$ cat src/rtl/pf_lanectrl_pause_gen.sv
// Pause sequencer for the lane controller: brackets each IOD delay-tap update with
// HS_IO_CLK_PAUSE, issues the requested DELAY_MOVE strobes and enforces a release gap.
module pf_lanectrl_pause_gen #(
  parameter int PRE_CYCLES  = 2,
  parameter int POST_CYCLES = 4,
  parameter int GAP_CYCLES  = 3,
  parameter int MOVE_W      = 4
) (
  input  logic              CLK,
  input  logic              ARST_N,
  input  logic              REQ,
  input  logic              REQ_DIR,
  input  logic [MOVE_W-1:0] REQ_MOVES,
  output logic              BUSY,
  output logic              ACK,
  output logic              HS_IO_CLK_PAUSE,
  output logic              DELAY_MOVE,
  output logic              DELAY_DIRECTION
);

  typedef enum logic [2:0] {
    S_IDLE, S_PRE, S_MOVE, S_POST, S_REL, S_GAP, S_ACKZ
  } state_t;

  localparam logic [3:0] PRE_LD  = 4'(PRE_CYCLES - 1);
  localparam logic [3:0] POST_LD = 4'(POST_CYCLES - 1);
  localparam logic [3:0] GAP_LD  = 4'(GAP_CYCLES - 1);

  state_t            state_reg;
  logic [3:0]        cnt_reg;
  logic [MOVE_W-1:0] moves_reg;

  always_ff @(posedge CLK or negedge ARST_N) begin
    if (!ARST_N) begin
      state_reg       <= S_IDLE;
      cnt_reg         <= '0;
      moves_reg       <= '0;
      BUSY            <= 1'b0;
      ACK             <= 1'b0;
      HS_IO_CLK_PAUSE <= 1'b0;
      DELAY_MOVE      <= 1'b0;
      DELAY_DIRECTION <= 1'b0;
    end else begin
      ACK        <= 1'b0;
      DELAY_MOVE <= 1'b0;
      case (state_reg)
        S_IDLE: begin
          if (REQ) begin
            DELAY_DIRECTION <= REQ_DIR;
            moves_reg       <= REQ_MOVES;
            BUSY            <= 1'b1;
            if (REQ_MOVES != '0) begin
              state_reg       <= S_PRE;
              HS_IO_CLK_PAUSE <= 1'b1;
              cnt_reg         <= PRE_LD;
            end else begin
              state_reg <= S_ACKZ;
              ACK       <= 1'b1;
            end
          end
        end
        S_PRE: begin
          if (cnt_reg == '0) begin
            state_reg  <= S_MOVE;
            DELAY_MOVE <= 1'b1;
            moves_reg  <= moves_reg - 1'b1;
          end else begin
            cnt_reg <= cnt_reg - 1'b1;
          end
        end
        S_MOVE: begin
          // moves_reg counts strobes still to issue, so it reaches zero without wrapping
          if (DELAY_MOVE) begin
            if (moves_reg == '0) begin
              state_reg <= S_POST;
              cnt_reg   <= POST_LD;
            end
          end else begin
            DELAY_MOVE <= 1'b1;
            moves_reg  <= moves_reg - 1'b1;
          end
        end
        S_POST: begin
          if (cnt_reg == '0) begin
            state_reg       <= S_REL;
            HS_IO_CLK_PAUSE <= 1'b0;
            ACK             <= 1'b1;
          end else begin
            cnt_reg <= cnt_reg - 1'b1;
          end
        end
        S_REL: begin
          state_reg <= S_GAP;
          cnt_reg   <= GAP_LD;
        end
        S_GAP: begin
          if (cnt_reg == '0) begin
            state_reg <= S_IDLE;
            BUSY      <= 1'b0;
          end else begin
            cnt_reg <= cnt_reg - 1'b1;
          end
        end
        S_ACKZ: begin
          state_reg <= S_IDLE;
          BUSY      <= 1'b0;
        end
        default: begin
          state_reg       <= S_IDLE;
          BUSY            <= 1'b0;
          HS_IO_CLK_PAUSE <= 1'b0;
        end
      endcase
    end
  end

endmodule
$ cat config.mk
export PLATFORM = sky130hd
export DESIGN_NAME = pf_lanectrl_pause_gen
export DESIGN_NICKNAME = d
export VERILOG_FILES = /design/src/rtl/pf_lanectrl_pause_gen.sv
export SDC_FILE = /design/constraint.sdc
export NUM_CORES = 1
export LEC_CHECK = 0
export CORE_MARGIN = 5
export CORE_UTILIZATION = 33
export DETAILED_ROUTE_END_ITERATION = 12
export DONT_BUFFER_PORTS = 1
export SYNTH_ARGS = -nofsm -noshare
export SYNTH_HDL_FRONTEND = slang
export SYNTH_SLANG_ARGS = --single-unit
$ cat constraint.sdc
create_clock -name CLK -period 1.8 [get_ports CLK]
set_input_delay 0.27 -clock CLK [delete_from_list [all_inputs] [get_ports CLK]]
set_output_delay 0.27 -clock CLK [all_outputs]
set_load 0.01 [all_outputs]
Yosys cells after proc, flatten, opt, wreduce, memory -nomap -nowiden --
Index checks and enable logic that the tools add are counted. W data, S select, Z words.
Cells by class: add/subtract/negate cells 2, eq/ne operators 15, muxes and demuxes 30, bitwise operators 2, reductions and logical operators 15
Operator list (count):
- $mux W4 | 8
- $mux W3 | 7
- $ne A2 B2 Y1 const B | 9
- $pmux W3 S6 | 1
- $pmux W4 S4 | 1
- $pmux W4 S3 | 1
- $reduce_and A6 Y1 | 2
- $eq A3 B3 Y1 const B | 3
- $logic_not A4 Y1 | 2
- $mux W1 | 8
- $reduce_and A4 Y1 | 2
- $reduce_bool A4 Y1 | 2
- $sub A4 B1 Y4 const B | 2
- $eq A3 B2 Y1 const B | 2
- $pmux W1 S3 | 2
- $reduce_or A5 Y1 | 1
- $pmux W1 S2 | 2
- $reduce_or A4 Y1 | 1
- $eq A3 B1 Y1 const B | 1
- $logic_not A3 Y1 | 1
- $reduce_and A3 Y1 | 1
- $reduce_bool A3 Y1 | 1
- $reduce_or A3 Y1 | 1
- $not A1 Y1 | 2
- $reduce_and A2 Y1 | 1
Word-level totals: bits in registers 16, input bits 8, output and inout bits 5, logic and storage cells 72

Depth between registers and ports, before layout --
word-level depth 4, depth in mapped cells 7, depth with buffers taken out 7

Worst setup path before layout --
OpenSTA, ideal clock, no wires.
kind register -> register, start point register moves_reg[0], end point register cnt_reg[2], setup time 0.124 ns, arrival 1.623 ns, required time 1.676 ns, path slack 0.053 ns, stages on the path, launching flop included 7, buffers on the path 0, period minus slack after synthesis 1.747 ns, path through dfrtp_1 inv_1 ha_1 nor4bb_1 o21bai_1 a211o_2 a211o_2
On the way: cells in the longest elaborated chain, start to end 3
Ends and longest elaborated chain:
- start, declared | RTL line 31 | logic [MOVE_W-1:0] moves_reg;
- start signal, assigned | RTL line 66 | moves_reg <= moves_reg - 1'b1;
- start signal, assigned | RTL line 80 | moves_reg <= moves_reg - 1'b1;
- $logic_not A4 Y1 | RTL line 74 | if (moves_reg == '0) begin
- $ne A2 B2 Y1 (no line)
- $reduce_and A6 Y1 (no line)
- end signal, assigned | RTL line 68 | cnt_reg <= cnt_reg - 1'b1;
- end signal, assigned | RTL line 89 | cnt_reg <= cnt_reg - 1'b1;
- end signal, assigned | RTL line 101 | cnt_reg <= cnt_reg - 1'b1;
- end, declared | RTL line 30 | logic [3:0] cnt_reg;
Every way passes these cells. A chain may end at the register's enable or synchronous reset.

Final worst setup path --
start point register moves_reg[1], end point register cnt_reg[3]
Same word-level chain as after synthesis.

==> flow_metrics.py <==
metrics = {
    "run_status": {
        "status": "finished clean",
    },
    "setup_path": {
        "criticalPathCategory": "reg2reg",
        "critical_path_required_ns": 1.99,
        "r2r.worst_path.cells": 6,
        "cp-start-kind": "register",
        "crit_fanout": 3,
        "timing.critical_path.arrival_ns": 1.92,
        "critical_path.endpoint_type": "register",
    },
    "logic_synthesis": {
        "synthesized_area_per_cell_um2": 9.526,
        "share_of_synthesized_area_occupied_by_flip_flops_and_latches_pct": 41.61,
        "synth.yosys.warnings": 0,
        "post_synth_inst_count": 101,
        "yosysUniqueCellTypes": 42,
        "synth.net_count": 112,
        "synth.cell_area_um2": 962.2,
        "synth_seq_cells": 16,
    },
    "cells_and_area": {
        "number_of_inserted_filler_cells_in_the_final_layout": 269,
        "finish.utilization_pct": 44.26,
        "antenna-diode-count": 0,
        "fin_nets": 130,
        "final_common_cell": "sky130_fd_sc_hd__buf_4",
        "layout_common_cells": "16 x sky130_fd_sc_hd__buf_4, 15 x sky130_fd_sc_hd__dfrtp_1, 9 x sky130_fd_sc_hd__nand2_1",
        "area.growth.synth_to_final_pct": 27.96,
        "share_of_cells_above_drive_strength_1_pct": 33.05,
    },
    "clock_network": {
        "tritoncts_num_sinks": 16,
        "number_of_buffers_added_by_the_clock_tree_synthesis_step": 3,
        "h-tree-depth": 1,
        "clk_transition_reported_paths_ns": 0.10,
        "cts_tree": "done",
        "clkLatencyLatePin_ns": 0.29,
        "clock-root-buffer": "sky130_fd_sc_hd__clkbuf_4",
        "clk_path_buf_depth": 2,
    },
    "sta": {
        "timing.final.crit_period_ns": 1.725,
        "slew_viol_final": 0,
        "timing.final.ws_setup_ns": 0.07545,
        "report.final.hold_viol_count": 0,
        "slew_headroom_pct": 49.33,
        "maxClockFrequency_mhz": 579.9,
        "clock-skew-final_ns": 0.007394,
        "timing.final.setup_violations": 0,
        "layout_worst_path_cycle_share_pct": 95.81,
        "worst_slew_pin_slew_ns": 0.7576,
    },
    "worst_hold_path": {
        "hold_path_class": "in2reg",
        "min_path_cells": 1,
    },
    "detailed_routing": {
        "drt_antenna_net_count": 0,
        "drt_iter0_drc": 73,
        "viasPerCell": 5.638,
        "dr_total_vias": 840,
        "drt_first_pass_iters": 4,
        "route.final.wire_length_um": 2299,
        "routedWlPerCell_um": 15.43,
        "drcViolationCount": 0,
    },
    "global_route": {
        "grt.met1_usage_pct": 13.51,
        "track_usage_pct": 11.53,
        "top_usage_layer": "met2",
        "first_global_vias": 829,
        "global_route.usage.met3_pct": 2.977,
        "use_met2_pct": 19.85,
        "gr-total-overflow": 0,
        "grt_antenna_before_repair": 0,
        "grt_pass1_wl_um": 3719,
        "pin_count_of_the_biggest_net_entering_global_routing": 17,
    },
    "floorplanning": {
        "row_count": 19,
        "die_h_um": 64.00,
        "die_area_um2": 4095,
        "boundaryPins": 13,
        "floorplan.die.width_um": 64.00,
        "fp.coreArea_um2": 2781,
        "initial_utilization_pct": 34.59,
    },
    "placed_design": {
        "dp_hpwl_um": 1639,
        "io_buffers": 0,
        "placement.setup.worst_slack_ns": -0.1199,
        "routabilityCongestion": 0.8976,
    },
    "run": {
        "max_cap_viol_count": 0,
    },
    "power_and_ir_drop": {
        "power_density_nw_per_um2": 2037,
        "vdd_ir_max_mv": 1.100,
        "total_leakage_power_uw": 0.0005342,
    },
}
## synthesized netlist by cell type, drive strengths merged
cell / count / area share, %
o31a: 1 / 0.91
buf: 3 / 1.4
nor2: 7 / 2.7
nor4bb: 1 / 1.0
nor3: 2 / 1.0
o211ai: 1 / 0.78
ha: 3 / 3.9
nand2b: 2 / 1.3
and2: 2 / 1.3
a2111oi: 1 / 2.9
a311oi: 1 / 1.6
clkbuf: 1 / 0.39
nor4: 1 / 0.65
dfrtp: 16 / 42
inv: 8 / 3.1
nand4bb: 1 / 1.2
or2: 1 / 0.65
xor2: 1 / 0.91
nor2b: 1 / 0.65
a32oi: 1 / 0.91
nor3b: 2 / 1.6
nor4b: 1 / 0.91
o21ai: 8 / 4.2
or4: 1 / 1.2
a311o: 1 / 1.0
mux2: 1 / 1.2
a22oi: 2 / 1.6
o21a: 1 / 0.78
nand3b: 1 / 0.78
or3: 1 / 0.65
o22ai: 3 / 2.6
o21bai: 1 / 0.78
a211o: 3 / 3.1
and4: 1 / 0.91
a21oi: 6 / 3.1
a31oi: 1 / 0.65
nand3: 1 / 0.52
nand2: 9 / 3.5
mux2i: 2 / 2.1
## layer usage
layer | vias to the layer above | wire, µm
met1 | 416 | 983
met2 | 17 | 1163
met5 | - | 0
met3 | 5 | 114
met4 | 0 | 37
li1 | 402 | -
## critical path, stage by stage, from the launching register on
cell and delay (ns):
sky130_fd_sc_hd__dfrtp_1 0.40, sky130_fd_sc_hd__inv_2 0.08, sky130_fd_sc_hd__ha_4 0.13, sky130_fd_sc_hd__nor4bb_4 0.23
sky130_fd_sc_hd__o21bai_1 0.12, sky130_fd_sc_hd__a211o_2 0.33, sky130_fd_sc_hd__a211o_2 0.33
## per-stage QoR
stage	power [µW]	hold WS [ns]	std cells	cell area (µm²)	setup TNS (ns)
2_1_floorplan	1602	-0.02559	101	962.2	0
3_3_place_gp	1961	-0.02518	140	1074	-0.05156
3_5_place_dp	1992	-0.02516	140	1074	-0.3538
4_1_cts	2281	0.1156	145	1135	0
5_1_grt	2746	0.1080	149	1231	-0.003118
6_report	2508	0.1211	149	1231	0
## power breakdown
group	leakage, µW	internal [µW]	total [µW]	switching [µW]
Combinational	0.000325	800	1520	721
Sequential	0.000188	529	742	213
Clock	0.0000210	123	245	122
Total	0.000534	1450	2510	1060
## logic make-up after synthesis
group | synth area share [%]
buf+inv | 4.941
simple gates | 20.55
compound gates | 24.84
fa+ha+maj | 3.902
flops | 41.61
xor+xnor | 0.9104
mux | 3.251
## repair_timing
action                                  in CTS  in global routing
setup buffers                                0                  4
hold endpoints to repair                    16                  0
resized for setup                            2                 12
gates cloned                                 0                  0
pin swaps                                    0                  4
hold buffers                                 1                  0
endpoints found under the setup margin       4                  8
## final timing paths
kind | start | end | slack, ns
min in group asynchronous | ARST_N | state_reg[1] | 0.48
max in group asynchronous | ARST_N | state_reg[0] | 0.80
worst min register to register | DELAY_DIRECTION | DELAY_DIRECTION | 0.59
worst max-delay path | moves_reg[1] | cnt_reg[3] | 0.08
worst max register to register | moves_reg[1] | cnt_reg[3] | 0.08
worst min-delay path | REQ_DIR | DELAY_DIRECTION | 0.12
## layout make-up
cell class	count	area, µm²	share of cell area, %
clock buffer	4	36.28	2.947
inverter	8	30.03	2.439
multi-input combinational	73	594.3	48.27
sequential	16	401.6	32.62
tap	31	38.79	3.150
timing repair buffer	17	130.1	10.57
Power figures use the tool's default switching activity.
